===== src/rtl/memcheck.sv =====
// memcheck: scans n words from base m on the memory_controller read port and counts words whose
// low CMP_W bits equal c. Optional feature macro: MEMCHECK_EARLY_EXIT_EN (stop at first mismatch).
`ifndef MEMORY_CONTROLLER_ADDR_SIZE
`define MEMORY_CONTROLLER_ADDR_SIZE 32
`endif
`ifndef MEMORY_CONTROLLER_DATA_SIZE
`define MEMORY_CONTROLLER_DATA_SIZE 32
`endif

module memcheck #(
  parameter int unsigned ADDR_W = `MEMORY_CONTROLLER_ADDR_SIZE,
  parameter int unsigned DATA_W = `MEMORY_CONTROLLER_DATA_SIZE,
  parameter int unsigned CMP_W  = 8,
  parameter int unsigned RD_LAT = 1
) (
  input  logic              clk,
  input  logic              reset,
  input  logic              start,
  input  logic [ADDR_W-1:0] m,
  input  logic [31:0]       c,
  input  logic [31:0]       n,
  output logic              finish,
  output logic [31:0]       return_val,
  output logic [ADDR_W-1:0] first_bad,
  output logic [ADDR_W-1:0] memory_controller_address,
  output logic              memory_controller_write_enable,
  output logic [DATA_W-1:0] memory_controller_in,
  input  logic [DATA_W-1:0] memory_controller_out
);

  typedef enum logic [2:0] {
    S_IDLE,
    S_LATCH,
    S_ISSUE,
    S_DRAIN,
    S_DONE
  } state_t;

  state_t            r_state;
  logic [ADDR_W-1:0] r_m;
  logic [CMP_W-1:0]  r_c;
  logic [31:0]       r_n;
  logic [31:0]       r_issued;
  logic [RD_LAT-1:0] r_vpipe;
  logic [ADDR_W-1:0] r_apipe [RD_LAT];

  logic              w_push;
  logic              w_tail_v;
  logic [ADDR_W-1:0] w_tail_addr;
  logic              w_match;
  logic              w_kill;
  logic              w_drained;
  logic [RD_LAT-1:0] w_vpipe_next;
  logic              w_unused;

  // This block only reads; the write side of the shared port is held idle.
  assign memory_controller_write_enable = 1'b0;
  assign memory_controller_in           = '0;

  // Bit 0 of the valid pipe is the newest read, bit RD_LAT-1 lines up with returning data.
  assign w_push       = (r_state == S_ISSUE);
  assign w_vpipe_next = RD_LAT'({r_vpipe, w_push});
  assign w_drained    = (RD_LAT'({r_vpipe, 1'b0}) == '0);
  assign w_tail_v     = r_vpipe[RD_LAT-1];
  assign w_tail_addr  = r_apipe[RD_LAT-1];
  assign w_match      = (memory_controller_out[CMP_W-1:0] == r_c);

`ifdef MEMCHECK_EARLY_EXIT_EN
  assign w_kill = w_tail_v & ~w_match;
`else
  assign w_kill = 1'b0;
`endif

  assign w_unused = ^{c[31:CMP_W], memory_controller_out[DATA_W-1:CMP_W]};

  // Address pipe travels alongside the valid pipe so a mismatch can be blamed on its address.
  always_ff @(posedge clk or negedge reset) begin
    if (!reset) begin
      for (int i = 0; i < int'(RD_LAT); i++) r_apipe[i] <= '0;
    end else begin
      r_apipe[0] <= memory_controller_address;
      for (int i = 1; i < int'(RD_LAT); i++) r_apipe[i] <= r_apipe[i-1];
    end
  end

  always_ff @(posedge clk or negedge reset) begin
    if (!reset) begin
      r_state                   <= S_IDLE;
      r_m                       <= '0;
      r_c                       <= '0;
      r_n                       <= '0;
      r_issued                  <= '0;
      r_vpipe                   <= '0;
      finish                    <= 1'b0;
      return_val                <= '0;
      first_bad                 <= '1;
      memory_controller_address <= '0;
    end else begin
      finish  <= 1'b0;
      r_vpipe <= w_vpipe_next;

      if (w_tail_v) begin
        if (w_match) begin
          return_val <= return_val + 32'd1;
        end else if (first_bad == '1) begin
          first_bad <= w_tail_addr;
        end
      end

      case (r_state)
        S_IDLE: begin
          if (start) begin
            r_m        <= m;
            r_c        <= c[CMP_W-1:0];
            r_n        <= n;
            r_issued   <= '0;
            return_val <= '0;
            first_bad  <= '1;
            r_state    <= S_LATCH;
          end
        end
        S_LATCH: begin
          if (r_n == 32'd0) begin
            finish  <= 1'b1;
            r_state <= S_DONE;
          end else begin
            memory_controller_address <= r_m;
            r_issued                  <= 32'd1;
            r_state                   <= S_ISSUE;
          end
        end
        // The address on the bus this cycle is read number r_issued.
        S_ISSUE: begin
          if (w_kill || (r_issued == r_n)) begin
            r_state <= S_DRAIN;
          end else begin
            memory_controller_address <= r_m + ADDR_W'(r_issued);
            r_issued                  <= r_issued + 32'd1;
          end
        end
        S_DRAIN: begin
          if (w_kill || w_drained) begin
            finish  <= 1'b1;
            r_state <= S_DONE;
          end
        end
        S_DONE: begin
          r_state <= S_IDLE;
        end
        default: begin
          r_state <= S_IDLE;
        end
      endcase

      // Reads still in flight after an early-exit mismatch are dropped.
      if (w_kill) r_vpipe <= '0;
    end
  end

endmodule


===== config.mk =====
export PLATFORM = sky130hd
export DESIGN_NAME = memcheck
export DESIGN_NICKNAME = d
export VERILOG_FILES = /design/src/rtl/memcheck.sv
export SDC_FILE = /design/constraint.sdc
export NUM_CORES = 1
export LEC_CHECK = 0
export ABC_AREA = 1
export CAP_MARGIN = 20
export CORE_UTILIZATION = 31
export CTS_BUF_LIST = sky130_fd_sc_hd__clkbuf_4
export DETAILED_ROUTE_END_ITERATION = 12
export PLACE_DENSITY = 0.49
export SETUP_SLACK_MARGIN = 0.5
export SLEW_MARGIN = 20
export SYNTH_ARGS = -nofsm -noshare
export SYNTH_HDL_FRONTEND = slang
export SYNTH_SLANG_ARGS = --single-unit

===== constraint.sdc =====
create_clock -name clk -period 2.85 [get_ports clk]
set_clock_uncertainty 0.1 [all_clocks]
set_input_delay 0.285 -clock clk [delete_from_list [all_inputs] [get_ports clk]]
set_output_delay 0.285 -clock clk [all_outputs]
set_load 0.005 [all_outputs]

# Word-level counts from Yosys, hierarchy flattened
# Cells that the tools add are included.
[totals] mem_bits_ro=0 elab_cells=54 ram_bits=0 ff_bits=237 latchBits=0 in_bits=131 n_memories=0 out_inout_bits=130
[op_classes] n_addsub=3 mul=0 n_eq_ne=10 magnitude_cmp=0 n_reduce_logical=8 n_div=0 bitwise=0 n_shift=0 n_mux=22
[ops] op="32-bit two-way mux" n=14
[ops] op="32-bit one-hot mux with 3 select lines" n=1
[ops] op="32-bit by 1-bit adder with 32-bit output (second input constant)" n=2
[ops] op="32-bit one-hot mux with 2 select lines" n=1
[ops] op="32-bit adder" n=1
[ops] op="32-bit equality test" n=1
[ops] op="32-bit equality test (second input constant)" n=1
[ops] op="32-bit logical NOT" n=1
[ops] op="3-bit one-hot mux with 4 select lines" n=1
[ops] op="3-bit two-way mux" n=3
[ops] op="8-bit equality test" n=1
[ops] op="3-bit by 2-bit equality test with 1-bit output (second input constant)" n=2
[ops] op="2-bit != test (second input constant)" n=3
[ops] op="2-bit AND reduction" n=2
[ops] op="4-bit AND reduction" n=1
[ops] op="3-bit by 1-bit equality test with 1-bit output (second input constant)" n=1
[ops] op="3-bit logical NOT" n=1
[ops] op="3-bit AND reduction" n=1
[ops] op="3-bit nonzero test" n=1
[ops] op="2-bit by 1-bit != test with 1-bit output (second input constant)" n=1
[ops] op="1-bit one-hot mux with 2 select lines" n=1
[ops] op="2-bit nonzero test" n=1
[ops] op="1-bit two-way mux" n=1

# Longest topological paths before layout
# Gate-level depths: netlist of run 1.
[logic_depth] depth_word=6 mapped_depth=15 mapped_depth_nobuf=15

# Least setup slack after synthesis of run 1
# Ideal clock, no wire load.
[synth_timing] path_kind="register to register" from="register r_issued[0]" to="register memory_controller_address[8]" t_required_ns=2.634 path_buffers=0 arrival_time_ns=1.906 period_less_slack_ns=2.122 stages_incl_launch_ff=12 slack_ns=0.728 path_cell_list="dfrtp_1 -> ha_1 -> fa_1 -> nand3_1 -> nand3_1 -> nand2_1 -> nand2_1 -> or2_2 -> nand3_1 -> nand2_1 -> nand2_1 -> nand2_1"
[synth_via] elab_chain_cells=3
[synth_rtl] element="from (decl)" line_no="43" text="logic [31:0] r_issued;"
[synth_rtl] element="from (signal assigned)" line_no="138" text="r_issued <= r_issued + 32'd1;"
[synth_rtl] element="32-bit adder or 32-bit equality test (tied branches)" line_no="137, 134"
[synth_rtl] element="32-bit two-way mux or 2-bit != test (tied branches)"
[synth_rtl] element="32-bit one-hot mux with 2 select lines or 3-bit AND reduction (tied branches)"
[synth_rtl] element="to (signal assigned)" line_no="127" text="memory_controller_address <= r_m;"
[synth_rtl] element="to (signal assigned)" line_no="137" text="memory_controller_address <= r_m + ADDR_W'(r_issued);"
[synth_rtl] element="to (decl)" line_no="25" text="output logic [ADDR_W-1:0] memory_controller_address,"
# Parallel ways exist; a longest one is shown, timed or not. The select of a mux whose other input is x is not followed.
# A chain may end at the register's enable or synchronous reset.

# Final worst setup path of run 1
[layout_timing] from="register return_val[25]" to="output port return_val[25]"
[layout_lines] element="from (decl)" line_no="23" text="output logic [31:0] return_val,"
[layout_lines] element="from (signal assigned)" line_no="104" text="return_val <= return_val + 32'd1;"
# No word-level cell between the ends.

==> results of run 1 <==
==> metal layers <==
metal  part of all wire, %  vias up  global-route usage [%]  routed length [µm]
met4                   2.8        0                    7.72                1310
met5                     0        -                       0                   0
li1                      -     7074                       -                   -
met1                    47     6413                    27.0               21600
met2                    46      296                    32.6               21400
met3                   4.2       70                    3.72                1960
==> layout by cell type (no fill, tap or decap), types with 27 or more instances in the layout <==
cell type and instances:
a21oi_1 48, buf_4 27, clkbuf_4 109, clkdlybuf4s50_1 178, conb_1 33, dfrtp_1 186
dfstp_2 32, dlygate4sd3_1 74, inv_1 189, nand2_1 879, nand3_1 133, nand4_1 29
nor2_1 170, nor3_1 33, o21ai_0 63, xnor2_1 31
==> logic make-up after synthesis <==
logic type,Yosys count,synth area share (%)
flops,237,41.8
simple gates,1321,37.7
fa+ha+maj,34,3.03
other cells,1,0.0262
xor+xnor,57,3.49
buf+inv,289,8.94
compound gates,132,5.05
==> sequential cells by signal, indices dropped and copies added (netlist names) <==
name and count:
finish 1, first_bad 32, memory_controller_address 32, r_apipe 32, r_c 8, r_issued 32
r_m 32, r_n 32, r_state 3, r_vpipe 1, return_val 32
==> metrics by stage <==
stage | total power, mW | instances | setup slack [ns]
2_1_floorplan | 3.66 | 2103 | 0.728
3_3_place_gp | 3.93 | 2822 | 0.408
3_5_place_dp | 3.93 | 2822 | 0.375
4_1_cts | 7.64 | 3026 | 0.453
5_1_grt | 7.88 | 3028 | 0.485
6_report | 7.48 | 3028 | 0.617
==> layout make-up <==
class / instances / area (µm²) / area share (%)
inverter: 199 / 753 / 3.98
antenna: 1 / 2.50 / 0.0132
clock buffer: 109 / 818 / 4.32
multi-input combinational: 1577 / 7580 / 40.0
sequential: 237 / 5990 / 31.6
timing repair buffer: 288 / 2900 / 15.3
clock inverter: 17 / 151 / 0.799
tap: 600 / 751 / 3.96
==> power groups by stage <==
stage               combinational, mW  clock (mW)  sequential, mW
floorplan                       0.168           0            3.49
global placement                0.418           0            3.51
detailed placement              0.420           0            3.51
CTS                             0.502        3.69            3.45
global route                    0.561        3.87            3.45
finish                          0.493        3.54            3.45
==> worst min path at each step <==
| stage | from | endpoint | slack, ns |
|---|---|---|---|
| 6_report | reset | first_bad[3] | 0.09 |
| 5_1_grt | reset | first_bad[3] | 0.06 |
| 4_1_cts | reset | first_bad[3] | 0.02 |
| 3_5_place_dp | reset | r_apipe[14] | 0.12 |
| 3_3_place_gp | reset | r_apipe[20] | 0.12 |
| 2_1_floorplan | reset | finish | -0.11 |
==> what timing repair did <==
item,in CTS,in global routing
pin swaps,1,0
resized for setup,12,86
buffers inserted,4,1
endpoints found under the hold margin,309,0
endpoints found under the setup margin,31,54
hold buffers,74,0
==> summary.txt, run 1 <==
Outcome
  – Status: finished, final reports clean

Worst setup path
  – CP Max Fanout: 8
  – CP cell instances: clkdlybuf4s50_1
  – WP data required: 2.47 ns
  – Crit Path Category: reg2out
  – Crit. path cell count: 1
  – Slowest stage cell, crit path: clkdlybuf4s50_1
  – WP buf/inv: 1
  – Crit path to: return_val[25]
  – Max stage delay on crit path: 0.58 ns
  – R2R Setup Slk: 0.62 ns
  – RR Startpoint: r_issued[19]
  – R2R depth: 12
  – Critical Path Start: return_val[25]
  – Reg-to-reg endpoint: memory_controller_address[20]
  – CP delay by family, top: buffers and inverters
  – WP data arrival: 1.85 ns
  – Crit. End Element: output port
  – Startpoint types: flop

STA
  – Total negative slack: 0 ns
  – Worst Tran Pin Value: 0.922 ns
  – Slew Viols, Final: 0
  – Final Hold Fails: 0
  – Slew HR: 38.3%
  – Final min period: 2.23 ns
  – Tcrit/Tclk final: 78.3%
  – F_max: 448 MHz
  – Tightest hold margin: 0.0932 ns
  – Final Setup Violations: 0
  – RSZ-0062 raised after global routing: yes

Global routing
  – Initial antenna violation count: 1
  – Wire length of the first global-routing pass: 74.6 mm
  – GRT Util Overall: 20.3%
  – Largest net degree at the start of global routing: 109
  – Vias in the first global route: 13812
  – GRT overflow: 0

Synthesis
  – Count leader, synth: nand2_1
  – Post-synth ARST share: 100%
  – Synthesized area per cell: 6.90 µm²
  – Cell Area, Synth: 14300 µm²
  – Top FF cell, synth: dfrtp_1
  – Top post-synthesis cells by area: dfrtp_1 36%, nand2_1 23%, dfstp_2 5.9%
  – Most frequent cells after synthesis: 890 x nand2_1, 205 x dfrtp_1, 189 x inv_1
  – Netlist cell types: 40
  – Ys Warns: 0
  – Yosys top cell area share: 35.9%
  – Register bit count reported by yosys: 237
  – Register area share after synthesis: 41.8%
  – Area leader, netlist: dfrtp_1
  – Syn Inst Count: 2071
  – Post-synth EDFFs: 0

Placement
  – Area after DPL: 16800 µm²
  – Number of buffers added on ports: 179
  – RePlAce Congestion: 0.873
  – Placed wire-length estimate: 34.5 mm

Power and ir drop
  – P per Cell Area: 395 nW/µm²
  – Clock share of power: 47.3%
  – Sw Share: 24.1%
  – Comb pwr share: 6.6%
  – Sequential power share: 46.1%
  – Internal: 5.68 mW
  – Sw power: 1.81 mW
  – Maximum vdd drop: 0.000188 V
  – Leak: 9.46 nW

Clocking
  – Clk pin slew, worst setup/hold paths: 0.07 ns
  – CTS Buf Count: 69
  – Clock root buffer master: clkbuf_4
  – H-Tree Depth: 3
  – Max Buffers Root-to-Sink: 3
  – Sink Count: 237
  – CTS tree: yes
  – Worst skew pair latency: 0.80 ns

Floorplanning
  – Row count: 78
  – Core Region: 45400 µm²
  – Die width: 217 µm
  – Full die area: 47000 µm²
  – # IOs: 261
  – Initial Util: 31.5%
  – Die Span Y: 217 µm

Layout
  – Share of cells above drive strength 1: 12.5%
  – Layout Nets: 2537
  – Fillers: 4782
  – Post-Route Utilization: 41.8%
  – Design area: 18900 µm²
  – Area grow syn2layout: 32.6%

Drt
  – Iteration-0 DRC count of the detailed router: 933
  – WL final: 46.3 mm
  – Drt via density: 4.57
  – Post-route ant nets: 0
  – Via count: 13853
  – Drt first pass iters: 5
  – Avg WL per Cell: 15.3 µm
  – DRC violations left: 0

Run
  – Max-cap violation count: 0

Min path
  – Min-delay worst type: in2async
No activity file was read; power rests on OpenSTA's default activity.
==> inputs of run 2 (changes only) <==
Settings changed: PLACE_DENSITY 0.49 to 0.51.
Clock period 2.85 ns to 2.05 ns, I/O delays scaled along.
==> run 2 against run 1 <==
The run now ends with setup timing left. Core utilization increased by 11 points. Count of clock-buffer cells in the layout unchanged. Die area unchanged. Power grew 44%. Critical path depth up 10. Non-clock buffer count grew 323. Global-route usage is 3.4 points higher. Hold slack improved by 0.18 ns. Combinational power up 92%. Cell count up 11%. Critical endpoint is now memory_controller_address[4]. Highest routed layer unchanged.
==> summary.txt, run 2 (synthesis gave the netlist of run 1 again) <==
Layout
  – Most common cell after layout, fill and taps aside: nand2_1
  – Layout Nets: 2864
  – Share of cells above drive strength 1: 42.2%
  – Area grow syn2layout: 68.1%
  – Commonest cells after routing, fill and taps aside: 685 x nand2_1, 268 x buf_4, 164 x inv_1, 162 x dfrtp_1, 127 x nand2_2
  – FF/Latch Area: 6020 µm²
  – Fillers: 4393
  – Area of the multi-input gates: 9860 µm²

Worst setup path
  – Max stage delay on crit path: 0.40 ns
  – CP cell instances: ha_2, fa_2, nand3_2, nand3_4, buf_4, buf_6, or2_4, nand3_2, nand2_2, nand2_2, nand2_1
  – CP Max Fanout: 4
  – Slowest stage cell, crit path: dfrtp_1
  – WP data required: 2.63 ns
  – Crit. End Element: flop
  – Startpoint types: flop
  – Crit Path Category: reg2reg
  – CP delay by family, top: simple AND/OR/NAND/NOR gates
  – WP buf/inv: 2
  – WP data arrival: 2.65 ns

STA
  – Slew Viols, Final: 0
  – Final Setup Violations: 15
  – Final Hold Fails: 0
  – F_max: 482 MHz
  – Total negative slack: -0.170 ns
  – RSZ-0062 raised after global routing: yes
  – Tcrit/Tclk final: 101%
  – Post-route setup slack: -0.0247 ns
  – Final min period: 2.07 ns

Drt
  – Drt via density: 4.67
  – WL final: 57.1 mm
  – Top Layer Used: met4
  – Post-route ant nets: 0
  – Via count: 15665
  – Met3 routed WL: 2.22 mm
  – Wl on met1: 25.6 mm
  – Metal2 WL: 27.2 mm
  – DRC violations left: 0
  – Avg WL per Cell: 17.0 µm
  – Drt first pass iters: 5
  – Iteration-0 DRC count of the detailed router: 930

Placement
  – Placed wire-length estimate: 39.5 mm
  – Number of buffers added on ports: 179
  – RePlAce Congestion: 0.943

Floorplanning
  – Row count: 78
  – Die Span Y: 217 µm
  – Core Region: 45400 µm²
  – Die width: 217 µm
  – Initial Util: 31.5%
  – # IOs: 261
  – Full die area: 47000 µm²

Run
  – Max-cap violation count: 0

Clocking
  – Sink Count: 237
  – Clk pin slew, worst setup/hold paths: 0.06 ns
  – Worst skew pair latency: 0.81 ns
  – CTS tree: yes
  – Clock root buffer master: clkbuf_4
  – CTS Buf Count: 70
  – Max Buffers Root-to-Sink: 3
  – H-Tree Depth: 3

Power and ir drop
  – P per Cell Area: 448 nW/µm²
  – Maximum vdd drop: 0.000304 V
  – Power Total: 10.8 mW
  – Leak: 12.3 nW

Global routing
  – Vias in the first global route: 15525
  – GRT Util Overall: 23.7%
  – Wire length of the first global-routing pass: 86.0 mm
  – Largest net degree at the start of global routing: 67
  – Initial antenna violation count: 2
  – GRT overflow: 0

Min path
  – Min-delay worst type: in2reg

Outcome
  – Failing checks: setup timing
  – Status: finished, violations left
## run 2: cell count changes in the layout (fill, tap and decap cells not counted), sizes merged, moves of 2 or more
cell,change
buf,+400
inv,+2
clkbuf,+18
clkdlybuf4s50,-97
diode,+2
## run 2: power breakdown
part	internal, mW	switching (mW)	total (mW)
logic	0.500	0.449	0.948
registers	4.72	0.0482	4.77
clock network	2.79	2.26	5.05
total	8.01	2.76	10.8
## run 2: worst min-delay path, cell delays in order
cell	delay, ns
clkdlybuf4s50_1	0.61
buf_4	0.20
a22oi_2	0.07
## run 2: timing repair
item	in CTS	in global routing
endpoints found under the hold margin	309	0
setup buffers	71	60
gates resized for setup	619	476
setup endpoints to repair	272	301
pin swaps	110	142
hold buffers	74	0
gates cloned	6	8
## run 2: worst paths after layout
| path | from | to | slack (ns) | cells after the start |
|---|---|---|---|---|
| min in group asynchronous | reset | memory_controller_address[29] | 0.38 | 3 |
| max in group asynchronous | reset | first_bad[23] | 0.71 | 4 |
| hold reg to reg | memory_controller_address[23] | r_apipe[23] | 0.32 | 0 |
| setup / recovery | r_m[0] | memory_controller_address[4] | -0.02 | 11 |
| hold / removal | start | return_val[31] | 0.27 | 3 |
| setup reg to reg | r_m[0] | memory_controller_address[4] | -0.02 | 11 |
## run 2: per-layer routing
metal,vias to the layer above,GRT usage [%]
met5,-,0
met4,0,9.84
met3,116,3.56
met2,361,38.8
met1,7444,31.0
li1,7744,-
## run 2: cell type report
cell class	instances	area share [%]
multi-input cells	1577	41.0
flip-flops and latches	237	25.1
repair buffers	611	23.3
clock buffers	109	3.41
inverters	199	3.27
well taps	600	3.12
clock inverters	17	0.625
repair inverters	3	0.161
diodes	3	0.0312
## run 2: stage by stage
stage	utilization (%)	hold WS [ns]	instance area, µm²	setup WS, ns	std cells
2_1_floorplan	-	-0.191	15000	0.0781	2103
3_3_place_gp	41.3	0.0701	18800	-0.317	3008
3_5_place_dp	41.3	0.0747	18800	-0.307	3008
4_1_cts	48.0	0.190	21800	-0.00593	3285
5_1_grt	52.9	0.242	24000	-0.120	3356
6_report	52.9	0.271	24000	-0.0247	3356
